--- src/rtl/imem_access_ctrl.sv ---
// Instruction-memory access controller: sequences a handshaked program load into the
// external single-port array, then releases the CPU and serves registered, checked fetches.
module imem_access_ctrl #(
   parameter int          ADDR_W    = 6,
   parameter int          DEPTH     = 62,
   parameter logic [31:0] NOP_INSTR = 32'h0000_0013
) (
   input  logic              clk,
   input  logic              rst,
   input  logic              load_start,
   input  logic              load_valid,
   input  logic [31:0]       load_data,
   input  logic              load_last,
   output logic              load_ready,
   output logic [ADDR_W:0]   load_count,
   output logic              load_overflow,
   output logic              cpu_run,
   input  logic              fetch_req,
   input  logic [31:0]       fetch_addr,
   output logic              fetch_valid,
   output logic [31:0]       fetch_instr,
   output logic              fetch_fault,
   output logic              fetch_stall,
   output logic              mem_we,
   output logic [ADDR_W-1:0] mem_addr,
   output logic [31:0]       mem_wdata,
   input  logic [31:0]       mem_rdata
);

   typedef enum logic [1:0] {
      ST_IDLE = 2'b00,
      ST_LOAD = 2'b01,
      ST_RUN  = 2'b10
   } state_t;

   localparam logic [ADDR_W:0] DEPTH_CNT = (ADDR_W + 1)'(DEPTH);
   localparam logic [29:0]     DEPTH_IDX = 30'(DEPTH);
   localparam logic [ADDR_W:0]   CNT_ONE = {{ADDR_W{1'b0}}, 1'b1};
   localparam logic [ADDR_W-1:0] PTR_ONE = {{(ADDR_W - 1){1'b0}}, 1'b1};

   state_t            state_r, state_next_s;
   logic [ADDR_W-1:0] wptr_r, wptr_next_s;
   logic [ADDR_W:0]   count_r, count_next_s, count_inc_s;
   logic              ovf_r, ovf_next_s;
   logic              cpu_run_r;
   logic              word_acc_s;
   logic              fetch_acc_s;
   logic              fetch_bad_s;
   logic              fetch_valid_r;
   logic [31:0]       fetch_instr_r;
   logic              fetch_fault_r;

   assign count_inc_s = count_r + CNT_ONE;

   // Next-state and load bookkeeping; a load_start from any state begins a fresh load.
   always_comb begin
      state_next_s = state_r;
      wptr_next_s  = wptr_r;
      count_next_s = count_r;
      ovf_next_s   = ovf_r;
      word_acc_s   = 1'b0;
      case (state_r)
         ST_IDLE, ST_RUN: begin
            if (load_start) begin
               state_next_s = ST_LOAD;
               wptr_next_s  = {ADDR_W{1'b0}};
               count_next_s = {(ADDR_W + 1){1'b0}};
               ovf_next_s   = 1'b0;
            end else begin
               state_next_s = state_r;
            end
         end
         ST_LOAD: begin
            if (load_start) begin
               wptr_next_s  = {ADDR_W{1'b0}};
               count_next_s = {(ADDR_W + 1){1'b0}};
               ovf_next_s   = 1'b0;
            end else if (load_valid) begin
               word_acc_s   = 1'b1;
               wptr_next_s  = wptr_r + PTR_ONE;
               count_next_s = count_inc_s;
               if (load_last || (count_inc_s == DEPTH_CNT)) begin
                  state_next_s = ST_RUN;
                  // Memory filled without a terminating word: flag it sticky.
                  if (!load_last) begin
                     ovf_next_s = 1'b1;
                  end else begin
                     ovf_next_s = ovf_r;
                  end
               end else begin
                  state_next_s = ST_LOAD;
               end
            end else begin
               state_next_s = ST_LOAD;
            end
         end
         default: begin
            state_next_s = ST_IDLE;
         end
      endcase
   end

   // Memory port steering and fetch acceptance/check.
   always_comb begin
      fetch_acc_s = fetch_req && (state_r == ST_RUN) && !load_start;
      fetch_stall = fetch_req && !((state_r == ST_RUN) && !load_start);
      fetch_bad_s = (fetch_addr[1:0] != 2'b00) || (fetch_addr[31:2] >= DEPTH_IDX);
      load_ready  = (state_r == ST_LOAD);
      mem_we      = word_acc_s;
      mem_wdata   = load_data;
      if (state_r == ST_LOAD) begin
         mem_addr = wptr_r;
      end else begin
         mem_addr = fetch_addr[ADDR_W+1:2];
      end
   end

   // Controller state, load counters and the CPU release flag.
   always_ff @(posedge clk or posedge rst) begin
      if (rst) begin
         state_r   <= ST_IDLE;
         wptr_r    <= {ADDR_W{1'b0}};
         count_r   <= {(ADDR_W + 1){1'b0}};
         ovf_r     <= 1'b0;
         cpu_run_r <= 1'b0;
      end else begin
         state_r   <= state_next_s;
         wptr_r    <= wptr_next_s;
         count_r   <= count_next_s;
         ovf_r     <= ovf_next_s;
         cpu_run_r <= (state_next_s == ST_RUN);
      end
   end

   // Registered fetch response; instruction holds when no request was accepted.
   always_ff @(posedge clk or posedge rst) begin
      if (rst) begin
         fetch_valid_r <= 1'b0;
         fetch_instr_r <= 32'h0000_0000;
         fetch_fault_r <= 1'b0;
      end else begin
         fetch_valid_r <= fetch_acc_s;
         fetch_fault_r <= fetch_acc_s && fetch_bad_s;
         if (fetch_acc_s) begin
            fetch_instr_r <= fetch_bad_s ? NOP_INSTR : mem_rdata;
         end else begin
            fetch_instr_r <= fetch_instr_r;
         end
      end
   end

   assign load_count    = count_r;
   assign load_overflow = ovf_r;
   assign cpu_run       = cpu_run_r;
   assign fetch_valid   = fetch_valid_r;
   assign fetch_instr   = fetch_instr_r;
   assign fetch_fault   = fetch_fault_r;

endmodule
--- config.mk ---
export PLATFORM = sky130hd
export DESIGN_NAME = imem_access_ctrl
export DESIGN_NICKNAME = d
export VERILOG_FILES = /design/src/rtl/imem_access_ctrl.sv
export SDC_FILE = /design/constraint.sdc
export NUM_CORES = 1
export LEC_CHECK = 0
export ABC_CLOCK_PERIOD_IN_PS = 1500
export CAP_MARGIN = 20
export CORE_MARGIN = 1.5
export CORE_UTILIZATION = 32
export CTS_CLUSTER_DIAMETER = 200
export DETAILED_ROUTE_END_ITERATION = 16
export PLACE_DENSITY = 0.77
export SLEW_MARGIN = 20
export SYNTH_ARGS = -nofsm -noshare
export SYNTH_HDL_FRONTEND = slang
export SYNTH_SLANG_ARGS = --single-unit
export TNS_END_PERCENT = 50
--- constraint.sdc ---
create_clock -name clk -period 1.5 [get_ports clk]
set_input_delay 0.3 -clock clk [delete_from_list [all_inputs] [get_ports clk]]
set_output_delay 0.3 -clock clk [all_outputs]
set_load 0.05 [all_outputs]
* Word-level counts from Yosys, hierarchy flattened
Index checks and enable logic that the tools add are counted.
** Word-level totals
- Word-level logic and storage cells :: 58
- Flip-flop bits (word level) :: 51
** Operators by class
- Add/sub/neg operators :: 2
- Magnitude comparators :: 1
- Reduce and logical (&&, ||, !) cells :: 15
- Eq/ne operators :: 8
- Muxes and demuxes :: 24
** Operators by type and width (number)
- $mux 32 :: 1
- $ge 30x6->1 const B :: 1
- $mux 6 :: 4
- $mux 7 :: 3
- $pmux 7 s2 :: 1
- $pmux 6 s2 :: 1
- $mux 1 :: 8
- $mux 2 :: 4
- $add 7x1->7 const B :: 1
- $eq 7x6->1 const B :: 1
- $add 6x1->6 const B :: 1
- $ne 3x3->1 const B :: 2
- $logic_and 1x1->1 :: 5
- $reduce_and 5->1 :: 1
- $eq 2x2->1 const B :: 2
- $pmux 2 s2 :: 1
- $reduce_bool 2->1 :: 2
- $ne 3x2->1 const B :: 1
- $reduce_and 3->1 :: 1
- $eq 2x1->1 const B :: 1
- $logic_not 1->1 :: 2
- $logic_not 2->1 :: 1
- $logic_or 1x1->1 :: 2
- $ne 2x2->1 const B :: 1
- other kinds (2) :: 2

* Logic depth before layout (Yosys ltp)
- Depth after elaboration :: 8
- Mapped depth :: 7
- Depth with buffers taken out :: 6

* Least setup slack after synthesis
OpenSTA, ideal clock, no wires.
- Path kind :: register -> register
- Start point :: reg count_r[0] (netlist: load_count[0])
- End point :: reg state_r[0]
- Arrival :: 1.769 ns
- Clock period less this slack :: 1.902 ns
- Path slack :: -0.402 ns
- Buffers on the path :: 0
- Data required time :: 1.367 ns
- Setup time :: 0.133 ns
- Cell stages (with the launch flop) :: 7
- Path through :: dfrtp_1 -> ha_1 -> nand2b_1 -> nor3b_1 -> a21oi_1 -> o31ai_2 -> a31oi_1
** Between the ends
- Cells in the longest elaborated chain, start to end :: 7
** RTL lines
- start, declared :: RTL line 43 : logic [ADDR_W:0] count_r, count_next_s, count_inc_s;
- start signal, assigned :: RTL line 123 : count_r <= {(ADDR_W + 1){1'b0}};
- start signal, assigned :: RTL line 129 : count_r <= count_next_s;
- $add 7x1->7 :: RTL line 53 : assign count_inc_s = count_r + CNT_ONE;
- $eq 7x6->1 :: RTL line 82 : if (load_last || (count_inc_s == DEPTH_CNT)) begin
- $logic_or 1x1->1 :: RTL line 82
- $mux 2 :: RTL line 82
- $mux 2 :: RTL line 78 : end else if (load_valid) begin
- $mux 2 :: RTL line 74 : if (load_start) begin
- $pmux 2 s2 :: RTL line 62 : case (state_r)
- named net state_next_s[0] :: RTL line 41 : state_t state_r, state_next_s;
- end signal, assigned :: RTL line 127 : state_r <= state_next_s;
- end, declared :: RTL line 41
The timed path passes the listed nets, and every way through them passes these cells.
A chain may end at the register's enable or synchronous reset.

* Final worst setup path
- Start point :: reg state_r[0]
- End point :: out mem_we
** Between the ends
- Cells in the longest elaborated chain, start to end :: 2
** RTL lines
- $eq 2x1->1 :: RTL line 62
- $mux 1 :: RTL line 62
- end, declared :: RTL line 24 : output logic mem_we,
Every way passes these cells.

==> flow_summary.toml <==
[status]
outcome = "finished, violations left"
violations = "setup timing"

[critical_path]
crit_path_max_fanout = 4
timing.rr.start = "state_r[0]"
r2r_slack_ns = -0.14
worst_setup_path_end_kind = "output port"
r2r-end = "wptr_r[4]"
worstPathRequired_ns = 1.20
critPathSlowestCell = "dfrtp_1"
slowest_delay_ns = 0.43
critPathArrivalTime_ns = 1.43
cp_top_family = "buffers and inverters"
reg2reg_depth = 9
path_buf_inv = 3
cp-start-kind = "flop"
critPathKind = "flop to output port"
crit_chain = "buf_6, nor3b_4, nand2_2, clkinvlp_4, buf_12"

[place]
port_buffers = 121
routabilityCongestion = 0.849
hpwlAfterDp_um = 6040
place_inst = 507

[synth]
netlist_area_mm2 = 0.00272
syn_area_per_cell_um2 = 9.37
synth_cells = 290
syn_nets = 395
yosysWarnings = 0
yosysMostFrequentCell = "nand2_1"
synth_ff_type = "dfrtp_1"
synth_cell_type_count = 41
ys_seq_area_share_pct = 47.0
ys_top_cells_by_area = "dfrtp_1 47%, buf_4 10%, nand2_1 9.5%, o21ai_2 4.2%, o21ai_1 2.9%"
ys_ff_latch = 51
synth_top_cell_by_area = "dfrtp_1"
synth_enable_flop_cells = 0
synth_top_area_share_pct = 47.0
synth_async_sr_flop_share_pct = 100
synthTopCellsByCount = "69 x nand2_1, 51 x dfrtp_1, 37 x buf_4"

[run]
drv_cap = 0

[clock_tree]
cts_buffers = 5
root_buffer = "clkbuf_8"
cts_tree = "done"
clk_pin_slew_worst_paths_ns = 0.09
clockBufferDepth = 2
cts_sinks = 51
cts_htree_levels = 2
insertion_delay_ns = 0.30

[drt]
wl_per_cell_um = 16.1
first_pass_iters = 4
ant_nets = 0
drt_wl_total_um = 8500
drt_iter0_markers = 65
vias = 2564
drt_drc_violations_left = 0
vias_per_cell = 4.87

[cells_and_area]
regArea_mm2 = 0.00128
finish.net_count = 526
finalNonFillerCells = 527
antenna_cells = 0
filler_cell_count = 663
areaGrowthSynthToFinish_pct = 85.8
multi_input_area_mm2 = 0.00132
post_route_cells_drive_above_1_share_pct = 44.3

[floorplan]
fp.dieW_um = 95.1
rows = 33
dieArea_mm2 = 0.00905
start_util_pct = 33.1
num_io_pins = 186
dieHeight_um = 95.1
core_area_mm2 = 0.00822

[sta]
rsz0062_at_grt = "yes"
fin_ws_ns = -0.227
fmax_ghz = 0.579
worst_slew_pin_slew_ns = 0.363
hold_viol = 0
clock_skew_ns = 0.00363
report.final.slew_viol_count = 0
period_share_pct = 115
fin_crit_ns = 1.73
slew_headroom_pct = 75.8
finalSetupViolCount = 23

[power]
p_total_w = 0.00346
worst_ir_drop_vdd_mv = 0.313
p_leak_nw = 2.15
p_per_area_mw_per_mm2 = 685

[grt]
grt_max_degree = 52
overflow = 0
grt_pass1_vias = 2542
grtUsageMet3_pct = 3.35
grt_pass1_wl_um = 12400
use_met1_pct = 19.4
antenna_found_initial = 0
top_usage_layer = "met2"
met2_usage_pct = 35.2
grt_usage_pct = 18.2

[hold_path]
hp-class = "primary input to asynchronous set/reset pin"
-- placed cells by master (no fill, tap or decap), types with 6 or more instances in the layout --
cell type | Yosys | routed
buf_12 | 0 | 56
buf_2 | 1 | 6
buf_4 | 37 | 28
buf_6 | 3 | 11
clkbuf_8 | 0 | 6
clkdlybuf4s15_1 | 0 | 8
clkdlybuf4s50_1 | 0 | 39
dfrtp_1 | 51 | 47
dlygate4sd2_1 | 0 | 14
mux2_4 | 0 | 6
nand2_1 | 69 | 68
nor2_1 | 10 | 10
nor4_2 | 0 | 6
o21ai_1 | 16 | 11
o21ai_2 | 13 | 27
-- per-layer routing --
| layer | up-vias | wire length [µm] |
|---|---|---|
| met5 | - | 0 |
| met4 | 0 | 136 |
| met3 | 16 | 645 |
| met2 | 111 | 4720 |
| met1 | 1233 | 3000 |
| li1 | 1204 | - |
-- logic make-up after synthesis --
family                     after synthesis  share of synthesized area [%]
AOI/OAI and AO/OA                       58                           14.4
xor gates and xnor gates                 5                           1.61
adders and majority gates                3                           1.38
buffers and inverters                   50                           12.9
DFF                                     51                           47.0
muxes                                    6                           2.49
and+or+nand+nor                        117                           20.3
-- tightest hold or removal path, cell delays in order --
cell and delay [ns]:
clkdlybuf4s50_1 0.44, clkinvlp_4 0.09, buf_12 0.24
-- per-stage QoR --
step | area [µm²] | worst slack [ns] | setup TNS, ns | hold WS [ns] | util [%]
floorplan | 2760 | -0.132 | -0.448 | 0.349 | -
global placement | 4610 | -0.552 | -21.75 | 0.510 | 56.1
detailed placement | 4610 | -0.636 | -23.92 | 0.513 | 56.1
CTS | 4930 | -0.242 | -2.23 | 0.406 | 60.0
global route | 5050 | -0.299 | -4.66 | 0.416 | 61.4
finish | 5050 | -0.227 | -2.26 | 0.392 | 61.4
-- how the worst max path moves through the flow --
| stage | slack (ns) | endpoint | from | cells after the start |
|---|---|---|---|---|
| after floorplan | -0.13 | state_r[0] | load_count[0] | 6 |
| after global placement | -0.55 | fetch_instr[10] | fetch_addr[23] | 6 |
| after detailed placement | -0.64 | fetch_instr[1] | fetch_addr[20] | 7 |
| after CTS | -0.24 | mem_we | state_r[0] | 5 |
| after global routing | -0.30 | mem_we | state_r[0] | 5 |
| final | -0.23 | mem_we | state_r[0] | 5 |
-- repair_timing --
item,4_1_cts,5_1_grt
setup endpoints to repair,47,54
pin swaps,27,12
resized for setup,92,27
setup buffers,10,4
gates cloned,2,1
hold buffers,0,0
-- area by class of cell --
class,instances,share of cell area (%)
repair buffers,167,43.1
multi-input cells,189,26.2
flip-flops and latches,51,25.4
well taps,105,2.60
clock buffers,6,1.64
inverters,7,0.769
clock inverters,2,0.322
-- registers in the layout, summed over array words and instances, names as in the netlist --
register       count
fetch_instr       32
load_count         7
wptr_r             6
state_r            2
cpu_run            1
fetch_fault        1
fetch_valid        1
load_overflow      1
-- where the power goes --
group | internal (W) | total, W | switching, W
Clock | 0.000377 | 0.000844 | 0.000466
Combinational | 0.000604 | 0.00114 | 0.000533
Sequential | 0.00142 | 0.00148 | 0.0000548
Total | 0.00240 | 0.00346 | 0.00105
No activity file was read; power rests on OpenSTA's default activity.
